$ cat config.mk
export PLATFORM = sky130hd
export DESIGN_NAME = carus_clk_gate_ctrl
export DESIGN_NICKNAME = d
export VERILOG_FILES = /design/src/rtl/carus_pkg.sv /design/src/rtl/carus_sat_counter.sv /design/src/rtl/carus_clk_gate_ctrl.sv
export SDC_FILE = /design/constraint.sdc
export NUM_CORES = 1
export LEC_CHECK = 0
export BUFFER_PORTS_ARGS = -buffer_cell sky130_fd_sc_hd__buf_4
export CORE_AREA = 2 2 62 64
export DETAILED_ROUTE_END_ITERATION = 12
export DIE_AREA = 0 0 64 66
export GPL_TIMING_DRIVEN = 1
export PLACE_DENSITY = 0.81
export SETUP_SLACK_MARGIN = 0.4
export SLEW_MARGIN = 20
export SYNTH_ARGS = -nofsm -noshare
export SYNTH_HDL_FRONTEND = slang
export SYNTH_SLANG_ARGS = --single-unit
$ cat constraint.sdc
create_clock -name clk_i -period 2.75 [get_ports clk_i]
set_clock_uncertainty 0.2 [all_clocks]
set_input_delay 0.275 -clock clk_i [delete_from_list [all_inputs] [get_ports clk_i]]
set_output_delay 0.275 -clock clk_i [all_outputs]
set_load 0.02 [all_outputs]
$ cat src/rtl/carus_pkg.sv
// Shared types and limits for the carus clock-gating control logic.
package carus_pkg;

  typedef enum logic [1:0] {
    StRun,
    StIdleWait,
    StGated,
    StWake
  } cg_state_e;

  localparam int unsigned WakeLatMin = 1;
  localparam int unsigned WakeLatMax = 15;
  localparam int unsigned WakeCntW   = $clog2(WakeLatMax + 1);

  // Out-of-range wake latencies are pulled back into the legal window.
  function automatic int unsigned wake_lat_clamp(input int unsigned lat);
    if (lat < WakeLatMin) return WakeLatMin;
    if (lat > WakeLatMax) return WakeLatMax;
    return lat;
  endfunction

endpackage

$ cat src/rtl/carus_sat_counter.sv
// Saturating up-counter with a synchronous clear that beats increment.
module carus_sat_counter #(
  parameter int unsigned Width = 16
) (
  input  logic             clk_i,
  input  logic             rst_i,
  input  logic             clr_i,
  input  logic             inc_i,
  output logic [Width-1:0] cnt_o
);

  logic [Width-1:0] cnt_q;

  always_ff @(posedge clk_i) begin
    if (rst_i || clr_i) begin
      cnt_q <= '0;
    end else if (inc_i && (cnt_q != '1)) begin
      cnt_q <= cnt_q + Width'(1);
    end
  end

  assign cnt_o = cnt_q;

endmodule

$ cat src/rtl/carus_clk_gate_ctrl.sv
// Idle-driven clock-gate enable controller: RUN -> IDLE_WAIT -> GATED -> WAKE -> RUN.
// All outputs are flopped; cg_en_o has no combinational path from inputs.
module carus_clk_gate_ctrl
  import carus_pkg::*;
#(
  parameter int unsigned IDLE_CNT_W = 8,
  parameter int unsigned WAKE_LAT   = 2,
  parameter int unsigned STAT_W     = 16
) (
  input  logic                  clk_i,
  input  logic                  rst_i,
  input  logic                  busy_i,
  input  logic                  wake_req_i,
  input  logic                  force_en_i,
  input  logic [IDLE_CNT_W-1:0] idle_thr_i,
  input  logic                  stat_clr_i,
  output logic                  cg_en_o,
  output logic                  gated_o,
  output logic                  wake_ack_o,
  output logic [STAT_W-1:0]     stat_cnt_o
);

  localparam logic [WakeCntW-1:0] WakeLatV = WakeCntW'(wake_lat_clamp(WAKE_LAT));

  cg_state_e             state_q;
  logic [IDLE_CNT_W-1:0] idle_cnt_q;
  logic [WakeCntW-1:0]   wake_cnt_q;
  logic                  cg_en_q;
  logic                  gated_q;
  logic                  ack_q;

  logic idle_cond;
  logic wake_evt;

  assign idle_cond = !busy_i && !wake_req_i && !force_en_i && (idle_thr_i != '0);
  assign wake_evt  = wake_req_i || busy_i || force_en_i;

  always_ff @(posedge clk_i) begin
    if (rst_i) begin
      state_q    <= StRun;
      idle_cnt_q <= '0;
      wake_cnt_q <= '0;
      cg_en_q    <= 1'b1;
      gated_q    <= 1'b0;
      ack_q      <= 1'b0;
    end else begin
      ack_q <= 1'b0;
      unique case (state_q)
        StRun: begin
          if (idle_cond) begin
            state_q    <= StIdleWait;
            idle_cnt_q <= IDLE_CNT_W'(1);
          end else begin
            ack_q <= wake_req_i && !ack_q;
          end
        end
        StIdleWait: begin
          // Leaving idle wins over a threshold match in the same cycle.
          if (!idle_cond) begin
            state_q    <= StRun;
            idle_cnt_q <= '0;
            ack_q      <= wake_req_i && !ack_q;
          end else if (idle_cnt_q >= idle_thr_i) begin
            state_q    <= StGated;
            idle_cnt_q <= '0;
            cg_en_q    <= 1'b0;
            gated_q    <= 1'b1;
          end else begin
            idle_cnt_q <= idle_cnt_q + IDLE_CNT_W'(1);
          end
        end
        StGated: begin
          if (wake_evt) begin
            state_q    <= StWake;
            wake_cnt_q <= WakeCntW'(1);
            cg_en_q    <= 1'b1;
            gated_q    <= 1'b0;
          end
        end
        StWake: begin
          if (wake_cnt_q >= WakeLatV) begin
            state_q    <= StRun;
            wake_cnt_q <= '0;
            ack_q      <= wake_req_i;
          end else begin
            wake_cnt_q <= wake_cnt_q + WakeCntW'(1);
          end
        end
        default: begin
          state_q    <= StRun;
          idle_cnt_q <= '0;
          wake_cnt_q <= '0;
          cg_en_q    <= 1'b1;
          gated_q    <= 1'b0;
        end
      endcase
    end
  end

  carus_sat_counter #(
    .Width(STAT_W)
  ) u_stat_cnt (
    .clk_i (clk_i),
    .rst_i (rst_i),
    .clr_i (stat_clr_i),
    .inc_i (state_q == StGated),
    .cnt_o (stat_cnt_o)
  );

  assign cg_en_o    = cg_en_q;
  assign gated_o    = gated_q;
  assign wake_ack_o = ack_q;

endmodule
* After elaboration in Yosys (flattened, before gate mapping)
Index checks and enable logic that the tools add are counted.
** Storage, ports and cells
- Register bits :: 33
- Latch bits :: 0
- RAM bits :: 0
- ROM bits :: 0
- Input port bits :: 14
- Output and inout bits :: 19
- Logic and storage cells :: 68
- Memories kept :: 0
** Cells by class
- Add/subtract/negate cells :: 3
- Multipliers :: 0
- Divide/modulo/power cells :: 0
- Order comparisons :: 2
- Eq/ne operators :: 10
- Shift operators :: 0
- Mux-type cells :: 24
- Bitwise gates (word level) :: 0
- Reduce and logical (&&, ||, !) cells :: 22
** Operators by type and width (number)
- $mux W8 :: 3
- $add A16 B1 Y16 const B :: 1
- $ne A16 B16 Y1 const B :: 1
- $pmux W8 S2 :: 1
- $mux W2 :: 5
- $ne A2 B2 Y1 const B :: 5
- $add A8 B1 Y8 const B :: 1
- $ge A8 B8 Y1 :: 1
- $mux W1 :: 8
- $mux W4 :: 2
- $pmux W2 S4 :: 1
- $pmux W4 S2 :: 1
- $reduce_and A4 Y1 :: 2
- $reduce_bool A8 Y1 :: 1
- $pmux W1 S2 :: 3
- $reduce_bool A2 Y1 :: 3
- $logic_and A1 B1 Y1 :: 5
- $add A4 B1 Y4 const B :: 1
- $eq A2 B2 Y1 const B :: 2
- $ge A4 B2 Y1 const B :: 1
- $logic_not A1 Y1 :: 4
- $reduce_and A2 Y1 :: 2
- $logic_or A1 B1 Y1 :: 3
- $ne A3 B3 Y1 const B :: 1
- 3 further kinds :: 3

* Longest topological paths before layout
Gate-level depths: netlist of the first run.
- Depth after elaboration :: 6
- Depth in mapped cells :: 7
- Mapped depth without buffers :: 7

* Hierarchy
Synthesis of the first run repeated with hierarchy kept, for this count alone.
** Second synthesis, totals
- Cell total of the unflattened synthesis :: 225
- Area total of the unflattened synthesis :: 1916.8 sq um
** By module, submodules not included
- carus_clk_gate_ctrl :: times used 1, cells an instance 130, area each 1069.8 sq um, seq. area each 340.3 sq um
- carus_sat_counter :: times used 1, cells an instance 95, area each 847.1 sq um, seq. area each 320.3 sq um

* Worst setup path before layout of the first run
Ideal clock, no wire load.
- Path kind :: reg2reg
- Start :: register idle_cnt_q[1]
- End :: register idle_cnt_q[1]
- Library setup time :: 0.080 ns
- Data arrival time :: 1.837 ns
- Required time :: 2.470 ns
- Setup slack :: 0.633 ns
- Stages on the path, launching flop included :: 7
- Path buffers :: 0
- Clock period less this slack :: 2.117 ns
- Cells stage by stage :: dfxtp_1 > ha_1 > nor2b_1 > o211a_1 > o311ai_1 > a41oi_2 > nor3_1
** Between the ends
- Longest elaborated chain between the ends :: 4
- Elaborated cells on any way between the ends :: 5
- Classes of those cells :: add/sub (1); order compare (1); mux (3)
** Ends and longest elaborated chain
- start, declared :: RTL line carus_clk_gate_ctrl.sv:26 : logic [IDLE_CNT_W-1:0] idle_cnt_q;
- start signal, assigned :: RTL line carus_clk_gate_ctrl.sv:69 : idle_cnt_q <= idle_cnt_q + IDLE_CNT_W'(1);
- $add A8 B1 Y8 / $ge A8 B8 Y1 (equally long branches) :: RTL line carus_clk_gate_ctrl.sv:69, carus_clk_gate_ctrl.sv:63
- $mux W8 * :: RTL line carus_clk_gate_ctrl.sv:63 : end else if (idle_cnt_q >= idle_thr_i) begin
- $mux W8 * :: RTL line carus_clk_gate_ctrl.sv:59 : if (!idle_cond) begin
- $pmux W8 S2 * :: RTL line carus_clk_gate_ctrl.sv:48 : unique case (state_q)
Every way passes the cells marked *; elsewhere a longest branch is shown, timed or not.
A chain may end at the register's enable or synchronous reset.

* Worst setup path in the final report of the first run
- Start :: register u_stat_cnt.cnt_q[0] (netlist: u_stat_cnt.cnt_o[0])
- End :: register u_stat_cnt.cnt_q[9] (netlist: u_stat_cnt.cnt_o[9])
** Between the ends
- Longest elaborated chain between the ends :: 2
- Elaborated cells on any way between the ends :: 3
- Classes of those cells :: add/sub (1); eq/ne (1); reduce/logical (1)
** Ends and longest elaborated chain
- start, declared :: RTL line carus_sat_counter.sv:12 : logic [Width-1:0] cnt_q;
- start signal, assigned :: RTL line carus_sat_counter.sv:18 : cnt_q <= cnt_q + Width'(1);
- branches (longest 2 deep; another with $add A16 B1 Y16)
Parallel ways; which one is timed is not known.

==> reports/results.txt, run 1 <==
Sequential fraction of the synthesis area -> 35.0%
Worst path cell trace -> ha_1 > inv_1 > nor4_2 > a2111oi_1 > a21oi_1 > o21ba_2
Largest net degree at the start of global routing -> 19
Die area -> 4220 sq um
CTS tree -> done
# port buffers -> 32
Vias in the first global route -> 1552
Pwr per Cell Area -> 407 nW/um^2
Worst-Margin Slew -> 0.733 ns
Status -> finished clean
Cell area after synthesis -> 1890 sq um
CP arrival -> 2.22 ns
Clock Latency Late Sink -> 0.34 ns
Initial DRC Count -> 84
I/O pins -> 33
Layout cells sized above 1 -> 23.5%
Setup-failing EPs final -> 0
Nature of the critical path endpoint -> register
CTS H-tree lvls -> 2
Commonest non-fill, non-tap cell in the layout -> buf_4
Core box area -> 3550 sq um
GRT Util Overall -> 20.1%
Max IR drop VDD -> 0.243 mV
Worst setup margin -> 0.575 ns
Num CTS Buffers -> 5
Final Cycle Share -> 79.1%
CTS sink count -> 33
Via count -> 1680
Initial Utilization -> 53.2%
Diode count -> 0
Grt ovf -> 0
Yosys cell types -> 47
CTS max path bufs -> 2
Fin nets -> 280
Max-cap violations -> 0
Antenna-violating nets left -> 0
DRC Markers -> 0
RSZ-0062 raised after global routing -> false
Startpoint types -> register
Final-report hold violation count -> 0
Wirelength, routed -> 3.92 mm
RD Place Congestion -> 0.844
CP required -> 2.80 ns
Post-synth top area cell -> dfxtp_1
Worst relative slew slack -> 51.0%
Root Buffer -> clkbuf_4
Via density per instance -> 5.54
Die height -> 66 um
Final min period -> 2.17 ns
WHS -> 0.0393 ns
Routed length per placed instance -> 12.9 um
Initial antenna violation count -> 0
Total Power -> 0.942 mW
Syn_nets -> 243
DP HPWL -> 2.84 mm
Max stage delay on crit path -> 0.66 ns
Area after DPL -> 2200 sq um
Row count -> 22
Flops & latches, synth -> 33
Top post-synthesis cells by area -> dfxtp_1, ha_1, xnor2_1
Fmax -> 0.460 GHz
Chip width -> 64 um
Ys Warns -> 0
Final setup TNS -> 0 ns
Highest-count cells in the layout ignoring fill and taps -> buf_4, dfxtp_1, nor2_1
Area Overhead vs Synth -> 22.6%
Type of the worst setup path -> register to register
Yosys top cell area share -> 35.0%
First-pass GRT wire length -> 6.67 mm
First-pass DRT Iterations -> 4
Critical-path maximum fanout -> 6
Average size of a mapped cell -> 8.71 sq um
Fin. max-slew vios -> 0
Clock-pin slew of the registers on the worst-case setup and hold paths -> 0.10 ns
DP Worst Slack -> 0.296 ns
Design area -> 2320 sq um
Worst hold path class -> input port to register
Critical Path Slowest Stage Cell -> a2111oi_1
Static Leakage -> 0.975 nW
Post-Synthesis Cells -> 217
-- synth_stat cells, drive strengths merged --
library cell   n
and4           1
o211a          1
or4            2
nand2         11
a21oi         13
clkbuf         8
a21o           4
o21ai          2
mux2i          3
a211oi         6
a31oi          3
a311oi         2
and4b          1
nor4           3
or2            3
xnor2         14
ha            12
nand4          5
a2111oi        4
inv           16
o311ai         1
dfxtp         33
xor2           3
a22oi          1
nor2b          3
o2111a         2
or3            2
nor3b          1
nor2          24
nand2b         2
buf            2
a41oi          1
o21ba          1
and3b          2
and3           5
a2111o         1
nor3          10
a221oi         1
nand3          6
o2111ai        2
-- state kept, by name, indices dropped and copies added, names as in the netlist, named ones only --
signal            flops
u_stat_cnt.cnt_o     16
idle_cnt_q            8
wake_cnt_q            4
cg_en_o               1
wake_ack_o            1
gated_o               1
state_q               1
-- layout make-up --
class                           instances  area, sq um
Fill cell                             300         1230
Multi-Input combinational cell        158         1150
Sequential cell                        33          661
Timing Repair Buffer                   40          303
Inverter                               16         60.1
Tap cell                               48         60.1
Clock buffer                            7         55.1
Clock inverter                          1         30.0
-- where the power goes --
| group | leakage [nW] | internal (mW) | switching (mW) |
|---|---|---|---|
| sequential | 0.266 | 0.481 | 0.00265 |
| clock | 0.0455 | 0.217 | 0.169 |
| combinational | 0.664 | 0.0324 | 0.0394 |
-- repair_timing --
item                                    in CTS  in global routing
endpoints found under the setup margin       3                  1
endpoints found under the hold margin        1                  0
hold buffers                                 1                  0
setup buffers                                0                  0
gates resized for setup                      1                  1
-- metrics by stage --
stage | utilization, % | cells
floorplan | - | 217
global placement | 62.0 | 294
detailed placement | 62.0 | 294
CTS | 64.9 | 303
global route | 65.2 | 303
finish | 65.2 | 303
-- critical path: cells and delay by family, from the launching register on --
family | cells | cell delay (ns)
compound gates | 3 | 1.04
fa+ha+maj | 1 | 0.26
buf+inv | 1 | 0.12
flops | 1 | 0.39
simple gates | 1 | 0.07
-- cells by family after synthesis --
logic type | count (synthesis) | synth area share [%]
flops | 33 | 35.0
buf+inv | 26 | 5.30
compound gates | 45 | 19.1
simple gates | 81 | 23.2
mux | 3 | 1.59
xor+xnor | 17 | 7.88
fa+ha+maj | 12 | 7.95
-- final timing paths --
kind | startpoint | endpoint | slack (ns) | depth (start not counted)
max | u_stat_cnt.cnt_o[0] | u_stat_cnt.cnt_o[9] | 0.58 | 6
min | rst_i | register | 0.04 | 2
max reg2reg | u_stat_cnt.cnt_o[0] | u_stat_cnt.cnt_o[9] | 0.58 | 6
min reg2reg | gated_o | gated_o | 0.28 | 2
-- layer usage --
layer  wire length [um]  part of all wire, %  track usage, %
met1               1730                   44            21.9
met2               2000                   51            36.3
met3                122                  3.1            6.30
met4                 64                  1.6            7.61
met5                  0                    0               0
(Power assumes the default switching activity.)
==> run 2, diff against run 1 <==
clock period = 2.2 ns   (was 2.75 ns; I/O delays follow)
==> run 2 against run 1 <==
Total power is 12% higher. Final cell count is 5.9% higher. Critical path depth stayed put. Design area rose by 18%.
==> reports/results.txt, run 2 (synthesis gave the netlist of run 1 again) <==
Final Non-Filler Cells -> 321 (was 303)
Pwr per Cell Area -> 386 nW/um^2 (was 407 nW/um^2)
Final min period -> 2.00 ns (was 2.17 ns)
Clock Latency Late Sink -> 0.35 ns (was 0.34 ns)
Die height -> 66 um (unchanged)
First-pass GRT wire length -> 7.60 mm (was 6.67 mm)
Area Overhead vs Synth -> 44.1% (was 22.6%)
Highest-count cells in the layout ignoring fill and taps -> buf_4, nor2_1, dfxtp_1 (was buf_4, dfxtp_1, nor2_1)
Initial DRC Count -> 122 (was 84)
Nature of the critical path endpoint -> register (unchanged)
Static Leakage -> 1.11 nW (was 0.975 nW)
GRT Util Overall -> 23.1% (was 20.1%)
CTS max path bufs -> 2 (unchanged)
Max IR drop VDD -> 0.289 mV (was 0.243 mV)
Fin. max-slew vios -> 0 (unchanged)
Grt ovf -> 0 (unchanged)
CP arrival -> 2.07 ns (was 2.22 ns)
Critical-path maximum fanout -> 7 (was 6)
Max reg flops -> 16 (unchanged)
Max stage delay on crit path -> 0.38 ns (was 0.66 ns)
Fin nets -> 298 (was 280)
DRC Markers -> 0 (unchanged)
First-pass DRT Iterations -> 4 (unchanged)
Sink of the worst hold path -> u_stat_cnt.cnt_o[13]
Worst hold path class -> input port to register (unchanged)
RSZ-0062 raised after global routing -> true (was false)
Multi-input gate area -> 1380 sq um (was 1150 sq um)
Max-cap violations -> 0 (unchanged)
Clock-pin slew of the registers on the worst-case setup and hold paths -> 0.11 ns (was 0.10 ns)
Core box area -> 3550 sq um (unchanged)
Sequential share of power -> 56.4% (was 51.4%)
Total Power -> 1.05 mW (was 0.942 mW)
# port buffers -> 32 (unchanged)
Startpoint types -> register (unchanged)
CTS sink count -> 33 (unchanged)
Setup-failing EPs final -> 0 (unchanged)
Clock power frac -> 33.2% (was 41.0%)
Worst relative slew slack -> 69.8% (was 51.0%)
Register-to-Register Path Depth -> 6 (unchanged)
Worst path cell trace -> ha_4 > nor2b_4 > o211a_1 > o311ai_4 > a41oi_4 > nor3_1 (was ha_1 > inv_1 > nor4_2 > a2111oi_1 > a21oi_1 > o21ba_2)
Type of the worst setup path -> register to register (unchanged)
Row count -> 22 (unchanged)
Comb pwr share -> 10.3% (was 7.6%)
Initial Utilization -> 53.2% (unchanged)
Switch Pwr -> 0.289 mW (was 0.211 mW)
RD Place Congestion -> 0.865 (was 0.844)
Routed length per placed instance -> 15.1 um (was 12.9 um)
Hold-critical path depth -> 3 (was 2)
DP HPWL -> 3.09 mm (was 2.84 mm)
Largest net degree at the start of global routing -> 19 (unchanged)
Via count -> 1833 (was 1680)
Setup slack, reg-to-reg -> 0.20 ns (was 0.58 ns)
Root Buffer -> clkbuf_4 (unchanged)
Internal power -> 0.762 mW (was 0.731 mW)
Antenna-violating nets left -> 0 (unchanged)
Commonest non-fill, non-tap cell in the layout -> buf_4 (unchanged)
Worst-Margin Slew -> 0.452 ns (was 0.733 ns)
Final Cycle Share -> 90.9% (was 79.1%)
Final-report hold violation count -> 0 (unchanged)
Vias in the first global route -> 1734 (was 1552)
Min-delay src -> stat_clr_i (was rst_i)
Crit Reg-Reg Startpoint -> idle_cnt_q[1] (was u_stat_cnt.cnt_o[0])
Critical Path Slowest Stage Cell -> dfxtp_4 (was a2111oi_1)
Chip width -> 64 um (unchanged)
Reg2reg end -> idle_cnt_q[6] (was u_stat_cnt.cnt_o[9])
Via density per instance -> 5.71 (was 5.54)
Initial antenna violation count -> 0 (unchanged)
Register Area -> 711 sq um (was 661 sq um)
Fmax -> 0.500 GHz (was 0.460 GHz)
Placed insts -> 295 (was 294)
Die area -> 4220 sq um (unchanged)
Diode count -> 0 (unchanged)
FILL cells -> 244 (was 300)
Final setup TNS -> 0 ns (unchanged)
I/O pins -> 33 (unchanged)
CTS tree -> done (unchanged)
Sw frac -> 27.5% (was 22.4%)
CTS H-tree lvls -> 2 (unchanged)
CP required -> 2.27 ns (was 2.80 ns)
Status -> finished clean (unchanged)
Layout cells sized above 1 -> 44.7% (was 23.5%)
Num CTS Buffers -> 5 (unchanged)
Wirelength, routed -> 4.86 mm (was 3.92 mm)
run 2: cell count changes in the layout (fill, tap and decap cells not counted), sizes merged:
cell         change
buf             +17
clkbuf           -2
clkinv           +2
bufinv           -1
dlygate4sd3      +1
inv              +1
run 2: how the worst max path moves through the flow:
stage                          to  slack [ns]  depth (start not counted)           from
floorplan                 cg_en_o        0.32                          7  idle_cnt_q[0]
global placement    idle_cnt_q[1]        0.14                          6         busy_i
detailed placement  idle_cnt_q[2]        0.10                          6         busy_i
CTS                       cg_en_o        0.17                          6  idle_cnt_q[1]
global route        idle_cnt_q[4]        0.14                          6  idle_cnt_q[1]
finish              idle_cnt_q[6]        0.20                          6  idle_cnt_q[1]
run 2: through the flow:
stage	setup slack, ns	hold WS [ns]	util, %	cell area, sq um
floorplan	0.320	0.187	-	2040
global placement	0.137	0.250	66.2	2350
detailed placement	0.104	0.257	66.2	2350
CTS	0.174	0.143	72.5	2570
global route	0.136	0.168	76.7	2720
finish	0.201	0.127	76.7	2720
run 2: final cells by class:
class	count	area share [%]
multi-input cells	158	50.7
flip-flops and latches	33	26.1
inverters	16	2.39
clock inverters	3	0.597
repair buffers	58	16.6
well taps	48	2.21
clock buffers	5	1.38
run 2: repair_timing:
| action | 4_1_cts | 5_1_grt |
|---|---|---|
| endpoints found under the hold margin | 12 | 0 |
| resized for setup | 14 | 25 |
| cloned | 0 | 1 |
| setup endpoints to repair | 29 | 29 |
| setup buffers | 9 | 6 |
| pin swaps | 8 | 16 |
| hold buffers | 2 | 0 |
run 2: layer usage:
layer | part of all wire, % | track usage [%] | wire (um)
met5 | 0 | 0 | 0
met4 | 2.0 | 9.78 | 96
met3 | 3.7 | 4.26 | 182
met2 | 54 | 42.2 | 2620
met1 | 40 | 26.4 | 1960
run 2: critical path: cells and delay by family (launching register included):
family                     cells  cell delay (ns)
AOI/OAI and AO/OA              3             0.79
DFF                            1             0.38
and+or+nand+nor                2             0.31
adders and majority gates      1             0.24
run 2: power groups by stage:
stage / clock (mW) / sequential, mW / combinational [mW]
detailed placement: 0 / 0.611 / 0.0900
global placement: 0 / 0.611 / 0.0873
CTS: 0.358 / 0.594 / 0.106
finish: 0.349 / 0.593 / 0.109
floorplan: 0 / 0.611 / 0.0531
global route: 0.371 / 0.593 / 0.119
